[src/rtl/uart_mmio_bridge.sv]
// CPU data-port bridge that maps a UART data/status register pair onto buffered RX/TX byte FIFOs.
// Optional registered RX interrupt output is built only when UART_RX_INT_EN is defined.
module uart_mmio_bridge #(
  parameter int unsigned FIFO_DEPTH     = 16,
  parameter logic [31:0] UART_DATA_ADDR = 32'hBFD003F8,
  parameter logic [31:0] UART_STAT_ADDR = 32'hBFD003FC
) (
  input  logic        clk,
  input  logic        rst,
  input  logic        ce_i,
  input  logic        we_i,
  input  logic [31:0] addr_i,
  input  logic [3:0]  sel_i,
  input  logic [31:0] data_i,
  output logic [31:0] data_o,
  output logic        ram_ce_o,
  output logic        ram_we_o,
  output logic [31:0] ram_addr_o,
  output logic [3:0]  ram_sel_o,
  output logic [31:0] ram_data_o,
  input  logic [31:0] ram_data_i,
  input  logic        rx_ready_i,
  input  logic [7:0]  rx_data_i,
  input  logic        tx_busy_i,
  output logic        tx_start_o,
  output logic [7:0]  tx_data_o
`ifdef UART_RX_INT_EN
  ,
  output logic        uart_int_o
`endif
);

  localparam int PW = $clog2(FIFO_DEPTH);
  localparam int CW = PW + 1;
  localparam logic [CW-1:0] DEPTH_C = CW'(FIFO_DEPTH);
  localparam logic [PW-1:0] PTR_ONE = PW'(1);
  localparam logic [CW-1:0] CNT_ONE = CW'(1);

  typedef enum logic [1:0] {
    IDLE  = 2'd0,
    ARM   = 2'd1,
    DRAIN = 2'd2
  } tx_state_t;

  // Address decode and access qualification
  logic hit_d, hit_s, hit;
  logic rd_data, wr_data, rd_stat;

  assign hit_d   = ce_i && (addr_i == UART_DATA_ADDR);
  assign hit_s   = ce_i && (addr_i == UART_STAT_ADDR);
  assign hit     = hit_d | hit_s;
  assign rd_data = hit_d & ~we_i;
  assign wr_data = hit_d & we_i & sel_i[0];
  assign rd_stat = hit_s & ~we_i;

  assign ram_ce_o   = ce_i & ~hit;
  assign ram_we_o   = we_i & ~hit;
  assign ram_addr_o = addr_i;
  assign ram_sel_o  = sel_i;
  assign ram_data_o = data_i;

  // RX FIFO
  logic [7:0]    rx_mem [FIFO_DEPTH];
  logic [PW-1:0] rx_wr_ptr_reg, rx_wr_ptr_next;
  logic [PW-1:0] rx_rd_ptr_reg, rx_rd_ptr_next;
  logic [CW-1:0] rx_count_reg, rx_count_next;
  logic          rx_empty, rx_full, rx_push, rx_pop, rx_drop;
  logic [7:0]    rx_head;
  logic          overrun_reg, overrun_next;

  assign rx_empty = (rx_count_reg == '0);
  assign rx_full  = (rx_count_reg == DEPTH_C);
  assign rx_head  = rx_mem[rx_rd_ptr_reg];
  assign rx_pop   = rd_data & ~rx_empty;
  // A pop in the same cycle frees the slot, so a full FIFO still accepts the byte
  assign rx_push  = rx_ready_i & (~rx_full | rx_pop);
  assign rx_drop  = rx_ready_i & rx_full & ~rx_pop;

  always_comb begin
    rx_wr_ptr_next = rx_wr_ptr_reg;
    rx_rd_ptr_next = rx_rd_ptr_reg;
    rx_count_next  = rx_count_reg;
    overrun_next   = overrun_reg;
    if (rx_push) rx_wr_ptr_next = rx_wr_ptr_reg + PTR_ONE;
    if (rx_pop)  rx_rd_ptr_next = rx_rd_ptr_reg + PTR_ONE;
    case ({rx_push, rx_pop})
      2'b10:   rx_count_next = rx_count_reg + CNT_ONE;
      2'b01:   rx_count_next = rx_count_reg - CNT_ONE;
      default: rx_count_next = rx_count_reg;
    endcase
    if (rx_drop)      overrun_next = 1'b1;
    else if (rd_stat) overrun_next = 1'b0;
  end

  always_ff @(posedge clk) begin
    if (rx_push) rx_mem[rx_wr_ptr_reg] <= rx_data_i;
  end

  // TX FIFO
  logic [7:0]    tx_mem [FIFO_DEPTH];
  logic [PW-1:0] tx_wr_ptr_reg, tx_wr_ptr_next;
  logic [PW-1:0] tx_rd_ptr_reg, tx_rd_ptr_next;
  logic [CW-1:0] tx_count_reg, tx_count_next;
  logic          tx_empty, tx_full, tx_push, tx_pop;
  logic [7:0]    tx_head;

  assign tx_empty = (tx_count_reg == '0);
  assign tx_full  = (tx_count_reg == DEPTH_C);
  assign tx_head  = tx_mem[tx_rd_ptr_reg];
  assign tx_push  = wr_data & (~tx_full | tx_pop);

  always_comb begin
    tx_wr_ptr_next = tx_wr_ptr_reg;
    tx_rd_ptr_next = tx_rd_ptr_reg;
    tx_count_next  = tx_count_reg;
    if (tx_push) tx_wr_ptr_next = tx_wr_ptr_reg + PTR_ONE;
    if (tx_pop)  tx_rd_ptr_next = tx_rd_ptr_reg + PTR_ONE;
    case ({tx_push, tx_pop})
      2'b10:   tx_count_next = tx_count_reg + CNT_ONE;
      2'b01:   tx_count_next = tx_count_reg - CNT_ONE;
      default: tx_count_next = tx_count_reg;
    endcase
  end

  always_ff @(posedge clk) begin
    if (tx_push) tx_mem[tx_wr_ptr_reg] <= data_i[7:0];
  end

  // Transmit sequencer: issue one start, then wait out the transmitter's busy window
  tx_state_t  state_reg, state_next;
  logic       tx_start_reg, tx_start_next;
  logic [7:0] tx_data_reg, tx_data_next;

  always_comb begin
    state_next    = state_reg;
    tx_start_next = 1'b0;
    tx_data_next  = tx_data_reg;
    tx_pop        = 1'b0;
    case (state_reg)
      IDLE: begin
        if (!tx_empty && !tx_busy_i) begin
          tx_start_next = 1'b1;
          tx_data_next  = tx_head;
          tx_pop        = 1'b1;
          state_next    = ARM;
        end
      end
      ARM: begin
        if (tx_busy_i) state_next = DRAIN;
      end
      DRAIN: begin
        if (!tx_busy_i) state_next = IDLE;
      end
      default: state_next = IDLE;
    endcase
  end

  assign tx_start_o = tx_start_reg;
  assign tx_data_o  = tx_data_reg;

  always_ff @(posedge clk) begin
    if (!rst) begin
      rx_wr_ptr_reg <= '0;
      rx_rd_ptr_reg <= '0;
      rx_count_reg  <= '0;
      overrun_reg   <= 1'b0;
      tx_wr_ptr_reg <= '0;
      tx_rd_ptr_reg <= '0;
      tx_count_reg  <= '0;
      state_reg     <= IDLE;
      tx_start_reg  <= 1'b0;
      tx_data_reg   <= '0;
    end else begin
      rx_wr_ptr_reg <= rx_wr_ptr_next;
      rx_rd_ptr_reg <= rx_rd_ptr_next;
      rx_count_reg  <= rx_count_next;
      overrun_reg   <= overrun_next;
      tx_wr_ptr_reg <= tx_wr_ptr_next;
      tx_rd_ptr_reg <= tx_rd_ptr_next;
      tx_count_reg  <= tx_count_next;
      state_reg     <= state_next;
      tx_start_reg  <= tx_start_next;
      tx_data_reg   <= tx_data_next;
    end
  end

  // Read data mux: register hits override the RAM return path
  always_comb begin
    data_o = ram_data_i;
    if (hit_s) begin
      data_o = {29'b0, overrun_reg, ~rx_empty, ~tx_full};
    end else if (hit_d) begin
      data_o = rx_empty ? 32'h0 : {24'b0, rx_head};
    end
  end

`ifdef UART_RX_INT_EN
  logic uart_int_reg;

  always_ff @(posedge clk) begin
    if (!rst) uart_int_reg <= 1'b0;
    else      uart_int_reg <= ~rx_empty | overrun_reg;
  end

  assign uart_int_o = uart_int_reg;
`endif

endmodule

[config.mk]
export PLATFORM = sky130hd
export DESIGN_NAME = uart_mmio_bridge
export DESIGN_NICKNAME = d
export VERILOG_FILES = /design/src/rtl/uart_mmio_bridge.sv
export SDC_FILE = /design/constraint.sdc
export NUM_CORES = 1
export LEC_CHECK = 0
export ABC_AREA = 1
export BUFFER_PORTS_ARGS = -buffer_cell sky130_fd_sc_hd__buf_4
export CAP_MARGIN = 25
export CORE_MARGIN = 10
export CORE_UTILIZATION = 48
export CTS_BUF_LIST = sky130_fd_sc_hd__clkbuf_16
export DETAILED_ROUTE_END_ITERATION = 7
export PLACE_DENSITY_LB_ADDON = 0.08
export SYNTH_ARGS = -nofsm -noshare
export SYNTH_HDL_FRONTEND = slang
export SYNTH_SLANG_ARGS = --single-unit
[constraint.sdc]
create_clock -name clk -period 2.25 [get_ports clk]
set_input_delay 0.225 -clock clk [delete_from_list [all_inputs] [get_ports clk]]
set_output_delay 0.225 -clock clk [all_outputs]
set_load 0.02 [all_outputs]
After elaboration in Yosys (flattened, before gate mapping):

Memory sizes are Yosys's and may differ from the RTL's. A register that Yosys moved wholly into a read port is not among the register bits.
Cells that the tools add are included.

* muxes and demuxes: 19
* add/sub/neg operators: 8
* bitwise logic cells: 20
* equality and inequality tests: 13
* reduce and logical (&&, ||, !) cells: 14

Operators by type and width (count)
* $eq 32x32->1 const B: 2
* $mux 32: 2
* $pmux 5 s2: 2
* $add 4x1->4 const B: 4
* $and 1x1->1: 11
* $add 5x1->5 const B: 2
* $eq 5x5->1 const B: 2
* $logic_not 5->1: 2
* $sub 5x1->5 const B: 2
* $mux 1: 8
* $mux 4: 2
* $mux 8: 1
* $eq 2x1->1 const B: 3
* $eq 2x2->1 const B: 3
* $mux 2: 3
* $ne 2x2->1 const B: 3
* $not 1->1: 6
* $pmux 2 s3: 1
* $reduce_bool 2->1: 3
* $logic_and 1x1->1: 3
* $logic_not 1->1: 3
* $or 1x1->1: 3
* $reduce_and 3->1: 1
* $logic_not 2->1: 1
* $reduce_and 2->1: 1

* bits of input ports: 114
* word-level logic and storage cells: 85
* register bits after elaboration: 30
* output and inout bits: 111
* RAM bits: 256
* memories kept: 2

Memories
* rx_mem: depth 16, bits a word 8, rd ports 1, clocked after Yosys merged registers in 1, wr ports 1, line 63 `logic [7:0] rx_mem [FIFO_DEPTH];`
* tx_mem: depth 16, bits a word 8, rd ports 1, clocked after Yosys merged registers in 1, wr ports 1, line 100 `logic [7:0] tx_mem [FIFO_DEPTH];`

Logic depth before layout (Yosys ltp):

* depth in word-level cells: 9
* gate-level depth with buffers: 20
* gate-level depth less buffers: 20

Worst setup path after synthesis:

OpenSTA, ideal clock, no wires.

* path kind: flip-flop to flip-flop
* from: reg tx_count_reg[0]
* to: reg tx_count_reg[4]
* cell stages (with the launch flop): 15
* slack: -0.120 ns
* arrival time: 2.300 ns
* setup time: 0.070 ns
* path buffers: 0
* path through: dfxtp_1 -> nor4_1 -> nand2_1 -> nand2_1 -> inv_1 -> nand2_1 -> inv_1 -> ha_1 -> nand2_1 -> nor2_1 -> a211oi_1 -> nand2_1 -> a22oi_2 -> o21ai_1 -> a21oi_1

* longest elaborated chain between the ends: 9

Ends and longest elaborated chain
* start, declared: line 103 `logic [CW-1:0] tx_count_reg, tx_count_next;`
* start signal, assigned: line 180 `tx_count_reg <= tx_count_next;`
* $logic_not 5->1: line 107 `assign tx_empty = (tx_count_reg == '0);`
* $logic_not 1->1: line 141 `if (!tx_empty && !tx_busy_i) begin`
* $logic_and 1x1->1: line 141
* $mux 1: line 141
* $mux 1: line 139 `case (state_reg)`
* $or 1x1->1: line 110 `assign tx_push = wr_data & (~tx_full | tx_pop);`
* $and 1x1->1: line 110
* $eq 2x1->1 / $eq 2x2->1 (equally long branches): line 118 `case ({tx_push, tx_pop})`
* $pmux 5 s2 / $reduce_bool 2->1 (equally long branches)

Parallel ways exist; a longest one is shown, timed or not.
A chain may end at the register's enable or synchronous reset.

==> key figures <==
Run status
  – Status: finished, violations left
  – Violated checks: negative setup slack

GRT
  – Total GRT Usage: about a fifth
  – Grt ovf: 0
  – Vias in the first global route: 9,013
  – First-pass GRT wire length: 52,200 um
  – Initial antenna violation count: 1
  – Largest net degree at the start of global routing: 53

Placed design
  – Placer Congestion: between 0.9 and 1
  – Post-DP HPWL: ~24,000 um
  – PortBufs: 170
  – Dpl ws: -0.0952 ns
  – Cells after DPL: 1,649

Critical path
  – R2R setup slack: roughly 0.12 ns
  – Kind of critical path: reg2out
  – Worst EP arrival: approximately 2.3 ns
  – RR Endpoint: tx_count_reg[4]
  – Crit. End Element: primary output
  – Critical path launch point type: flip-flop
  – CP Cell Sequence: buf_4 -> buf_12 -> mux2i_1 -> o21ai_0 -> o221ai_1 -> o21ai_1 -> buf_4 -> nand2_1 -> nand3_2 -> buf_6
  – CP peak stage delay: 0.37 ns
  – Most used cell, CP: buf_4
  – Worst Setup EP: data_o[0]
  – Cell depth of the worst flop-to-flop path: 14
  – WP data required: 2.03 ns
  – Worst R2R Start: tx_count_reg[3]
  – Worst-path fanout max: 13
  – Slowest cell on the critical path: dfxtp_4

CTS
  – CTS sink count: 298
  – Clock H-tree levels: 1
  – CTS Buf Count: 31
  – CTS tree: yes
  – Clk_lat worst skew: 0.55 ns
  – Reg clk slew, reported paths: 0.06 ns
  – Root Driver: clkbuf_16
  – CTS max path bufs: 3

Timing
  – Total negative slack for setup checks: -1.77 ns
  – Relative slew margins: between 60% and 70%
  – Tmin final: ~2.5 ns
  – Final number of setup-violating endpoints: 8
  – Worst-Margin Slew: about 0.6 ns
  – Fmax: 395 MHz
  – Worst setup margin: -0.281 ns
  – Tcrit/Tclk final: 112%
  – Worst hold margin: 0.0166 ns
  – Unrepaired setup endpoints after global routing: true
  – Hold Vio Cnt, Final: 0
  – Final Max Tran Viols: 0
  – Clock Skews: 0.0172 ns

Die
  – Die H: 186 um
  – I/O Pins: 225
  – Core area: around 27,000 sq um
  – Die area: 34,600 sq um
  – Initial Utilization: 48.9%
  – Site Rows: 60
  – Die span in x: 186 um

Power and ir drop
  – Combinational share of power: 5.5%
  – Clock Power Share: 42.9%
  – Psw: 2.47 mW
  – Reg power frac: 51.5%
  – Peak VDD IR: 0.650 mV
  – Leak pwr: 6.29 nW
  – Sw frac: 21.1%
  – Power Internal: 9.25 mW
  – Power per cell area: 718 nW/um^2

Logic synthesis
  – Ys async rst share: 0%
  – Netlist area before placement: 13,200 sq um
  – Synth warnings: 0
  – Post-Syn Instances: approximately 1,200
  – Most used flip-flop cell after synthesis: edfxtp_1
  – Syn Area/Cell: 11.3 sq um
  – Synthesis-stage register bit count: 298
  – Netlist cell types: 39
  – Post-synth EDFFs: 256
  – Sequential area share after synthesis: 64.5%
  – Syn nets: 1,300

Drt
  – Antenna-violating nets left: 0
  – 1st-pass router iterations: 5
  – Via-to-Cell Ratio: 5.35
  – WL final: about 35,000 um
  – DRC violation total after the first TritonRoute iteration: 728
  – Per-cell routed wire length: between 20 and 25 um
  – DR vias: 9,189
  – # DRC: 0

Final layout
  – Post-synthesis to final-layout area growth: 23.6%
  – Final #Nets: 1,483
  – Finished Layout Cells: 1,719
  – Share of cells above drive strength 1: ~28%

Min path
  – Hold crit path type: in2reg

Flow run
  – Max-Cap Viols: 0
[timing repair]
item                                    in CTS  in global routing
endpoints found under the setup margin       9                 10
hold endpoints to repair                    19                  0
hold buffers                                 3                  0
gates cloned                                 2                  0
pin swaps                                   14                 26
gates resized for setup                     55                 41
setup buffers                                4                  4
[Yosys cell counts, drive strengths merged (32+ instances only)]
| cell type | instances | share of area, % |
|---|---|---|
| a21oi | 57 | 2.2 |
| nand3 | 33 | 1.4 |
| o211ai | 38 | 2.2 |
| clkbuf | 39 | 1.1 |
| inv | 120 | 3.4 |
| edfxtp | 256 | 58 |
| nor2 | 162 | 4.9 |
| dfxtp | 42 | 6.4 |
| buf | 83 | 4.4 |
| mux2i | 32 | 2.4 |
| nand2 | 76 | 2.4 |
| o21ai | 139 | 5.3 |
[cells in the final DEF (no fill, tap or decap), drive strengths merged, types with 33 or more instances in the layout]
cell and instances:
nor2 162, o211ai 38, nand2 76, edfxtp 256, a21oi 57, dfxtp 42
nand3 33, inv 126, buf 267, o21ai 139
[cells by family after synthesis]
family / synth area share (%)
simple gates: 9.79
mux: 2.42
fa+ha+maj: 1.57
flops: 64.5
compound gates: 12.5
xor+xnor: 0.133
buf+inv: 9.00
[final cells by class]
| class | instances | area (sq um) |
|---|---|---|
| clock buffer | 31 | 776 |
| timing repair buffer | 272 | 2240 |
| multi-input combinational | 628 | 3660 |
| tap | 341 | 427 |
| sequential | 298 | 8540 |
| fill | 2222 | 10700 |
| clock inverter | 26 | 229 |
| inverter | 122 | 460 |
| antenna | 1 | 2.50 |
[through the flow]
stage                     utilization, %  area (sq um)  total power, mW
final                               60.4         16300             11.7
after global routing                60.4         16300             12.1
after CTS                           59.8         16200             11.8
after detailed placement            55.2         14900             6.80
after floorplan                        -         13200             6.52
after global placement              55.2         14900             6.80
[worst min-delay path by stage]
stage	startpoint	end	depth (start not counted)
after CTS	data_i[5]	tx_mem[12][5]	1
final	data_i[5]	tx_mem[4][5]	1
after detailed placement	tx_busy_i	state_reg[0]	2
after floorplan	tx_busy_i	state_reg[0]	1
after global routing	data_i[4]	tx_mem[12][4]	1
after global placement	tx_busy_i	state_reg[0]	2
[power groups by stage]
stage / Clock (mW) / Sequential, mW / Combinational, mW
2_1_floorplan: 0 / 6.16 / 0.359
3_3_place_gp: 0 / 6.16 / 0.637
3_5_place_dp: 0 / 6.16 / 0.640
4_1_cts: 5.12 / 6.04 / 0.651
5_1_grt: 5.37 / 6.04 / 0.705
6_report: 5.03 / 6.04 / 0.648
[critical path: cells and delay by family (launching register included)]
family	cells	cell delay, ns
buffers and inverters	4	0.63
multiplexers	1	0.18
AO/OA/AOI/OAI	3	0.43
AND/OR/NAND/NOR	2	0.14
flip-flops	1	0.37
[layer usage]
layer	vias to the layer above	part of all wire, %	routed length (um)	GRT usage (%)
met1	4362	45	15700	26.9
met2	323	45	15600	30.8
li1	4458	-	-	-
met4	0	1.9	668	4.77
met3	46	8.8	3080	4.13
met5	-	0	0	0
Note: power is estimated with default switching activity, not from simulation.
